File: src/rtl/instr_decode_pipe.sv
// rtl/instr_decode_pipe.sv - instruction decoder with a one-cycle output register and skid buffer
module instr_decode_pipe #(
  parameter int XLEN    = 32,
  parameter int LOCK_EN = 1,
  parameter int SEXT    = 1
) (
  input  logic            clk,
  input  logic            rst,
  input  logic            flush,
  input  logic            in_valid,
  output logic            in_ready,
  input  logic [31:0]     in_instr,
  input  logic [XLEN-1:0] in_pc,
  output logic            out_valid,
  input  logic            out_ready,
  output logic [6:0]      out_opcode,
  output logic [2:0]      out_funct3,
  output logic [6:0]      out_funct7,
  output logic [4:0]      out_rs1,
  output logic [4:0]      out_rs2,
  output logic [4:0]      out_rd,
  output logic [XLEN-1:0] out_imm,
  output logic [XLEN-1:0] out_pc,
  output logic [2:0]      out_fmt,
  output logic            out_illegal,
  output logic            out_lock_req,
  output logic            out_lock_rel,
  output logic [15:0]     dec_count
);

  typedef struct packed {
    logic [6:0]      opcode;
    logic [2:0]      funct3;
    logic [6:0]      funct7;
    logic [4:0]      rs1;
    logic [4:0]      rs2;
    logic [4:0]      rd;
    logic [XLEN-1:0] imm;
    logic [XLEN-1:0] pc;
    logic [2:0]      fmt;
    logic            illegal;
    logic            lock_req;
    logic            lock_rel;
  } dec_t;

  typedef enum logic [1:0] {EMPTY = 2'd0, ONE = 2'd1, FULL = 2'd2} state_t;

  localparam logic [2:0] FMT_R = 3'd0, FMT_I = 3'd1, FMT_SH = 3'd2, FMT_S = 3'd3;
  localparam logic [2:0] FMT_B = 3'd4, FMT_U = 3'd5, FMT_J = 3'd6, FMT_LOCK = 3'd7;
  localparam logic       LOCK_ON = (LOCK_EN != 0);
  localparam logic       SEXT_ON = (SEXT != 0);

  state_t          state_q, state_d;
  logic            in_ready_q, in_ready_d;
  dec_t            out_q, out_d, skid_q, skid_d, dec, out_view;
  logic [15:0]     cnt_q, cnt_d;
  logic            in_fire, out_fire;
  logic [XLEN-1:0] imm_i, imm_s, imm_b, imm_u, imm_j;

  // Immediate candidates; the SEXT choice is a fixed per-instance build option
  always_comb begin
    imm_i = SEXT_ON ? XLEN'($signed(in_instr[31:20])) : XLEN'(in_instr[31:20]);
    imm_s = SEXT_ON ? XLEN'($signed({in_instr[31:25], in_instr[11:7]}))
                    : XLEN'({in_instr[31:25], in_instr[11:7]});
    imm_b = SEXT_ON ? XLEN'($signed({in_instr[31], in_instr[7], in_instr[30:25], in_instr[11:8], 1'b0}))
                    : XLEN'({in_instr[31], in_instr[7], in_instr[30:25], in_instr[11:8], 1'b0});
    imm_u = SEXT_ON ? XLEN'($signed({in_instr[31:12], 12'b0})) : XLEN'({in_instr[31:12], 12'b0});
    imm_j = SEXT_ON ? XLEN'($signed({in_instr[31], in_instr[19:12], in_instr[20], in_instr[30:21], 1'b0}))
                    : XLEN'({in_instr[31], in_instr[19:12], in_instr[20], in_instr[30:21], 1'b0});
  end

  // Decode the incoming word; fields a format does not use stay zero
  always_comb begin
    dec        = '0;
    dec.opcode = in_instr[6:0];
    dec.pc     = in_pc;
    case (in_instr[6:0])
      7'h33: begin
        dec.fmt = FMT_R;  dec.funct7 = in_instr[31:25]; dec.rs2 = in_instr[24:20];
        dec.rs1 = in_instr[19:15]; dec.funct3 = in_instr[14:12]; dec.rd = in_instr[11:7];
      end
      7'h13: begin
        dec.rs1 = in_instr[19:15]; dec.funct3 = in_instr[14:12]; dec.rd = in_instr[11:7];
        if (in_instr[13:12] == 2'b01) begin
          // Shift-immediate: only funct7 0x00, or 0x20 for the arithmetic right shift, is valid
          dec.fmt     = FMT_SH;
          dec.funct7  = in_instr[31:25];
          dec.imm     = XLEN'(in_instr[24:20]);
          dec.illegal = !((in_instr[31:25] == 7'h00) ||
                          (in_instr[31:25] == 7'h20 && in_instr[14:12] == 3'b101));
        end else begin
          dec.fmt = FMT_I; dec.imm = imm_i;
        end
      end
      7'h67, 7'h03, 7'h7E: begin
        if (in_instr[6:0] != 7'h7E || LOCK_ON) begin
          dec.fmt = FMT_I; dec.rs1 = in_instr[19:15]; dec.funct3 = in_instr[14:12];
          dec.rd  = in_instr[11:7]; dec.imm = imm_i;
        end else begin
          dec.illegal = 1'b1;
        end
      end
      7'h23, 7'h7F: begin
        if (in_instr[6:0] != 7'h7F || LOCK_ON) begin
          dec.fmt = FMT_S; dec.rs2 = in_instr[24:20]; dec.rs1 = in_instr[19:15];
          dec.funct3 = in_instr[14:12]; dec.imm = imm_s;
        end else begin
          dec.illegal = 1'b1;
        end
      end
      7'h63: begin
        dec.fmt = FMT_B; dec.rs2 = in_instr[24:20]; dec.rs1 = in_instr[19:15];
        dec.funct3 = in_instr[14:12]; dec.imm = imm_b;
      end
      7'h37, 7'h17: begin
        dec.fmt = FMT_U; dec.rd = in_instr[11:7]; dec.imm = imm_u;
      end
      7'h6F: begin
        dec.fmt = FMT_J; dec.rd = in_instr[11:7]; dec.imm = imm_j;
      end
      7'h40, 7'h20: begin
        if (LOCK_ON) begin
          dec.fmt      = FMT_LOCK;
          dec.imm      = XLEN'(in_instr[31:12]);
          dec.lock_req = (in_instr[6:0] == 7'h40);
          dec.lock_rel = (in_instr[6:0] == 7'h20);
        end else begin
          dec.illegal = 1'b1;
        end
      end
      default: dec.illegal = 1'b1;
    endcase
  end

  // Handshake outputs: in_ready comes from a flop, gated only by reset
  always_comb begin
    in_ready   = in_ready_q && !rst;
    out_valid  = (state_q != EMPTY) && !rst;
    in_fire    = in_valid && in_ready;
    out_fire   = out_valid && out_ready;
    in_ready_d = (state_d != FULL);
  end

  // Next-state logic; flush wins over any input arriving on the same cycle
  always_comb begin
    state_d = state_q;
    case (state_q)
      EMPTY:   if (in_fire) state_d = ONE;
      ONE: begin
        if (in_fire && !out_fire)      state_d = FULL;
        else if (!in_fire && out_fire) state_d = EMPTY;
      end
      FULL:    if (out_fire) state_d = ONE;
      default: state_d = EMPTY;
    endcase
    if (flush) state_d = EMPTY;
  end

  // Entry movement between decoder, output register and skid register
  always_comb begin
    out_d  = out_q;
    skid_d = skid_q;
    cnt_d  = cnt_q + {15'd0, out_fire};
    case (state_q)
      EMPTY: if (in_fire) out_d = dec;
      ONE: begin
        if (in_fire && out_fire) out_d  = dec;
        else if (in_fire)        skid_d = dec;
      end
      FULL:    if (out_fire) out_d = skid_q;
      default: ;
    endcase
  end

  // State register; in_ready_q resets high so the port rises as soon as rst drops
  always_ff @(posedge clk) begin
    if (rst) begin
      state_q    <= EMPTY;
      in_ready_q <= 1'b1;
    end else begin
      state_q    <= state_d;
      in_ready_q <= in_ready_d;
    end
  end

  // Datapath and transfer counter registers
  always_ff @(posedge clk) begin
    if (rst) begin
      out_q  <= '0;
      skid_q <= '0;
      cnt_q  <= '0;
    end else begin
      out_q  <= out_d;
      skid_q <= skid_d;
      cnt_q  <= cnt_d;
    end
  end

  // Output fields read as zero while reset is held
  always_comb begin
    out_view     = rst ? '0 : out_q;
    out_opcode   = out_view.opcode;
    out_funct3   = out_view.funct3;
    out_funct7   = out_view.funct7;
    out_rs1      = out_view.rs1;
    out_rs2      = out_view.rs2;
    out_rd       = out_view.rd;
    out_imm      = out_view.imm;
    out_pc       = out_view.pc;
    out_fmt      = out_view.fmt;
    out_illegal  = out_view.illegal;
    out_lock_req = out_view.lock_req;
    out_lock_rel = out_view.lock_rel;
    dec_count    = rst ? 16'd0 : cnt_q;
  end

endmodule

File: config.mk
export PLATFORM = sky130hd
export DESIGN_NAME = instr_decode_pipe
export DESIGN_NICKNAME = d
export VERILOG_FILES = /design/src/rtl/instr_decode_pipe.sv
export SDC_FILE = /design/constraint.sdc
export NUM_CORES = 1
export LEC_CHECK = 0
export CORE_ASPECT_RATIO = 1.75
export CORE_UTILIZATION = 50
export DETAILED_ROUTE_END_ITERATION = 10
export GPL_TIMING_DRIVEN = 1
export HOLD_SLACK_MARGIN = 0.08
export MAX_ROUTING_LAYER = met4
export PLACE_DENSITY = 0.77
export SLEW_MARGIN = 15
export SYNTH_ARGS = -nofsm -noshare
export SYNTH_HDL_FRONTEND = slang
export SYNTH_SLANG_ARGS = --single-unit
File: constraint.sdc
create_clock -name clk -period 2.35 [get_ports clk]
set_input_delay 0.235 -clock clk [delete_from_list [all_inputs] [get_ports clk]]
set_output_delay 0.235 -clock clk [all_outputs]
set_load 0.1 [all_outputs]
== Word-level counts from Yosys, hierarchy flattened ==
Index checks and enable logic that the tools add are counted.

* Add/subtract/negate cells: 1
* Eq/ne operators: 22
* Muxes and demuxes: 25
* Bitwise operators: 1
* Reductions and logical operators: 27

{| class="wikitable"
|+ Operator list
! operator !! number
|-
| two-way mux 102 bit || 4
|-
| case mux 102 bit (3 select lines) || 1
|-
| case mux 32 bit (7 select lines) || 1
|-
| equality test 7 bit (second input constant) || 6
|-
| equality test 7 x 6 -> 1 bit (second input constant) || 5
|-
| two-way mux 32 bit || 1
|-
| case mux 3 bit (7 select lines) || 1
|-
| adder 16 x 1 -> 16 bit || 1
|-
| two-way mux 16 bit || 1
|-
| OR reduction 8 bit || 2
|-
| two-way mux 5 bit || 3
|-
| equality test 7 x 5 -> 1 bit (second input constant) || 2
|-
| two-way mux 2 bit || 7
|-
| case mux 7 bit (2 select lines) || 1
|-
| OR reduction 12 bit || 1
|-
| logical AND 1 bit || 8
|-
| != test 2 bit (second input constant) || 4
|-
| equality test 7 x 2 -> 1 bit (second input constant) || 1
|-
| logical NOT 7 bit || 1
|-
| two-way mux 7 bit || 1
|-
| case mux 2 bit (3 select lines) || 1
|-
| OR reduction 2 bit || 3
|-
| equality test 2 x 1 -> 1 bit (second input constant) || 2
|-
| logical NOT 1 bit || 4
|-
| 14 further kinds || 14
|}

* Register bits after elaboration: 223
* Input bits: 69
* Output and inout bits: 120
* Word-level logic and storage cells: 103

== Depth between registers and ports, before layout ==
* Word-level depth: 10
* Gate-level depth with buffers: 11
* Mapped depth without buffers: 10

== Worst setup path after synthesis ==
No wires, ideal clock.

* Path type: input -> register
* From: in rst
* To: reg cnt_q[15]
* Library setup time: 128 ps
* Arrival: 3177 ps
* Data required time: 2222 ps
* Setup slack: -955 ps
* Stages on the path: 10
* Path buffers: 2
* Path through: clkbuf_1 > clkbuf_1 > nor2_1 > and2_1 > ha_1 > nand3_1 > or2_2 > nor3_1 > xnor2_1 > nor2_1

* Longest elaborated chain between the ends: 4

{| class="wikitable"
|+ Ends and longest elaborated chain
! item !! line !! text
|-
| from (decl) || 8 || <nowiki>input logic rst,</nowiki>
|-
| logical NOT 1 bit || 138 || <nowiki>out_valid = (state_q != EMPTY) && !rst;</nowiki>
|-
| logical AND 1 bit || 138 ||
|-
| net out_valid || 14 || <nowiki>output logic out_valid,</nowiki>
|-
| logical AND 1 bit || 140 || <nowiki>out_fire = out_valid && out_ready;</nowiki>
|-
| adder 16 x 1 -> 16 bit || 163 || <nowiki>cnt_d = cnt_q + {15'd0, out_fire};</nowiki>
|-
| to (signal assigned) || 195 || <nowiki>cnt_q <= cnt_d;</nowiki>
|-
| to (decl) || 56 || <nowiki>logic [15:0] cnt_q, cnt_d;</nowiki>
|}

The timed path passes the listed nets, and every way through them passes these cells.
A chain may end at the register's enable or synchronous reset.

== Final worst setup path ==
* From: reg state_q[0]
* To: reg out_q[97] in the netlist's numbering

* Longest elaborated chain between the ends: 6
* Elaborated cells between the ends (all ways): 13
* Classes of those cells: eq/ne (5); mux (1); reduce/logical (7)

{| class="wikitable"
|+ Ends and longest elaborated chain
! item !! line !! text
|-
| from (decl) || 53 || <nowiki>state_t state_q, state_d;</nowiki>
|-
| from (signal assigned) || 181 || <nowiki>state_q <= state_d;</nowiki>
|-
| nonzero test 2 bit || 138 ||
|-
| logical AND 1 bit || 138 ||
|-
| logical AND 1 bit || 140 ||
|-
| logical AND 1 bit || 167 || <nowiki>if (in_fire && out_fire) out_d = dec;</nowiki>
|-
| != test 2 bit (no source line) || - ||
|-
| AND reduction 4 bit (no source line) || - ||
|-
| to (signal assigned) || 193 || <nowiki>out_q <= out_d;</nowiki>
|-
| to (decl) || 55 || <nowiki>dec_t out_q, out_d, skid_q, skid_d, dec, out_view;</nowiki>
|}

Several ways; a longest one is shown, not always the timed one.

==> reports/metrics.yaml <==
outcome:
  status: "complete, no violations"
critical_path:
  cp-end-kind: "flip-flop"
  worstPathMaxFanout: 40
  crit_required_ns: 2.76
  start_kind: "flip-flop"
  cp.arrival_ns: 2.55
  path_class: "flip-flop to flip-flop"
yosys:
  yosysTopAreaCell: "dfxtp_1"
  synth_seq_area_share: 0.4438
  synthArstFlopShare: 0
  synth_edf_count: 0
  synthFlopType: "dfxtp_1"
  synthDominantCellAreaShare: 0.4438
  syn_area_mm2: 0.01006
  synthesis.nets: 1349
  syn_area_per_cell_um2: 7.871
  synth_area_leaders: "dfxtp_1, nand2_1, nor2b_1, a21oi_1, nor2_1"
  synth_cells: 1278
  ys_ff_latch: 223
  ys_types: 57
  yosysWarnings: 0
cts:
  path_clk_slew_ns: 0.07
  cts-root-buf: "clkbuf_16"
  cts_tree: "yes"
  cts.sinks: 223
  cts_made_buffers: 21
  insertion_delay_ns: 0.49
  post_cts_buffers: 0
  cts_buffer_depth: 3
  ctsHtreeMaxLevel: 1
floorplan:
  row_count: 68
  die_y_um: 189.6
  start_util: 0.5096
  io_pins: 189
  core_area_mm2: 0.01974
  die_x_um: 109.2
  dieArea_mm2: 0.02071
global_route:
  grt_pass1_vias: 9680
  grt_use_total: 0.3040
  grt_max_degree: 88
  grt_pass1_wl_um: 48330
  grt.overflow.total: 0
  antenna_found_initial: 0
placed_design:
  place_ws_ns: -0.03626
  port-buffer-count: 188
  hpwl_um: 21440
  gp_congestion: 0.9762
  dp_cells: 1689
timing:
  timing.final.max_slew_violations: 0
  setup_slack_ns: 0.2117
  setup_violations: 0
  rsz0062_at_grt: "false"
  timing.final.crit_period_ns: 2.138
  slew_headroom: 0.4460
  hold_viol: 0
  post-route-period-util: 0.9099
  skew_ns: 0.006235
  finalSetupTns_ns: 0
  fmax_mhz: 467.7
  worst_pin_slew_ns: 0.8293
  hold_slack_ns: 0.2194
final_layout:
  fin_util: 0.7222
  fin_cells: 1728
  nets: 1540
  drive_gt1_frac: 0.2266
  area_growth_syn_to_layout_pct: 41.72
  diodes: 0
pwr:
  p_leak_nw: 5.237
  power_density_mw_per_mm2: 676.8
  ir_worst_vdd_mv: 0.6495
drt:
  vias: 10013
  drcViolationCount: 0
  firstDrtPassIters: 5
  vias_per_cell: 5.795
  drt_iter0_drc: 666
  wirelength_um: 31250
  antenna_left: 0
  wl_per_cell_um: 18.08
hold_path:
  hp-class: "input port to flip-flop"
flow_run:
  cap_viol_max_count: 0
## final cells by class
| type | instances | area [µm²] |
|---|---|---|
| Fill cell | 1511 | 5483 |
| Tap cell | 245 | 306.5 |
| Clock buffer | 33 | 660.6 |
| Inverter | 4 | 15.01 |
| Clock inverter | 4 | 48.80 |
| Timing Repair Buffer | 279 | 3475 |
| Sequential cell | 223 | 4464 |
| Multi-Input combinational cell | 940 | 5286 |
## flip-flops by register name, indices dropped and copies added (netlist names)
signal	count
out_q	102
skid_q	102
cnt_q	16
state_q	2
in_ready_q	1
## metrics by stage
stage / instance area, µm² / power [mW]
after floorplan: 10240 / 5.420
final: 14260 / 9.649
after global routing: 14260 / 9.947
after detailed placement: 13530 / 6.234
after global placement: 13530 / 6.207
after CTS: 14260 / 9.687
## critical path: stages (launching register included)
cell and delay, ns:
dfxtp_1 0.39, nor2b_1 0.17, or3_1 0.39, buf_4 0.18
a21oi_4 0.18, buf_12 0.26, buf_4 0.21, nor2_1 0.05
a31oi_1 0.19
## cell usage in the layout (no fill, tap or decap), types with 7 or more instances in the layout
| cell | count |
|---|---|
| o211ai_1 | 13 |
| nand2b_1 | 7 |
| nor3_1 | 31 |
| clkbuf_8 | 10 |
| nor2b_2 | 61 |
| dfxtp_1 | 223 |
| clkdlybuf4s50_1 | 67 |
| clkbuf_16 | 21 |
| nor2b_1 | 62 |
| a211oi_1 | 36 |
| xor2_1 | 9 |
| buf_12 | 96 |
| a211oi_2 | 10 |
| o21ai_0 | 15 |
| a22oi_1 | 15 |
| nor2_1 | 142 |
| a31oi_1 | 51 |
| o31ai_1 | 7 |
| nand3_1 | 56 |
| nand2_1 | 230 |
| buf_4 | 113 |
| a21oi_1 | 108 |
## where the power goes
part	internal [mW]	total, mW	switching [mW]
logic	0.762	2.16	1.40
registers	3.96	4.00	0.0406
clock network	2.04	3.49	1.45
total	6.76	9.65	2.89
## layer usage
| layer | track usage | vias to the layer above | part of all wire |
|---|---|---|---|
| met5 | - | - | 0 |
| met1 | 0.3125 | 4726 | 0.36 |
| met4 | 0.1800 | 0 | 0.063 |
| met3 | 0.04282 | 115 | 0.067 |
| met2 | 0.5373 | 395 | 0.51 |
| li1 | - | 4777 | - |
## synthesized netlist by cell type (4+ instances only)
cell type and instances:
inv_1 4, nand2b_1 8, o21ai_0 15, and3_1 4, buf_2 43, mux2i_1 6, nand4_1 5, nor2_1 144
nor3_1 31, a211oi_1 36, a211oi_2 10, a21oi_1 109, o211ai_1 13, a32oi_1 6, nand2_1 230, xnor2_1 5
o31ai_1 7, a222oi_1 5, dfxtp_1 223, clkbuf_1 62, or4_1 5, or3_1 4, nand3_1 57, o2bb2ai_1 4
a31oi_1 51, a22oi_1 15, xor2_1 9, nor2b_1 124
## final timing paths
kind | from | end | slack [ns] | cells past startpoint
worst max-delay path | state_q[0] | out_q[97] | 0.21 | 8
worst min-delay path | rst | out_q[0] | 0.22 | 4
worst min register to register | skid_q[74] | skid_q[74] | 0.45 | 2
worst max register to register | state_q[0] | out_q[97] | 0.21 | 8
## what timing repair did
item                                   CTS  global route
hold buffers                             2             0
resized for setup                        0             0
endpoints found under the hold margin    3             0
## logic make-up (layout without fill, tap and decap cells)
logic type      Yosys count  after routing  share of synthesized area
simple gates            636            636                     0.2981
compound gates          282            282                     0.1862
flops                   223            223                     0.4438
buf+inv                 115            320                    0.05124
xor+xnor                 14             14                    0.01219
mux                       6              6                   0.005970
fa+ha+maj                 2              2                   0.002487
No activity file was read; power rests on OpenSTA's default activity.
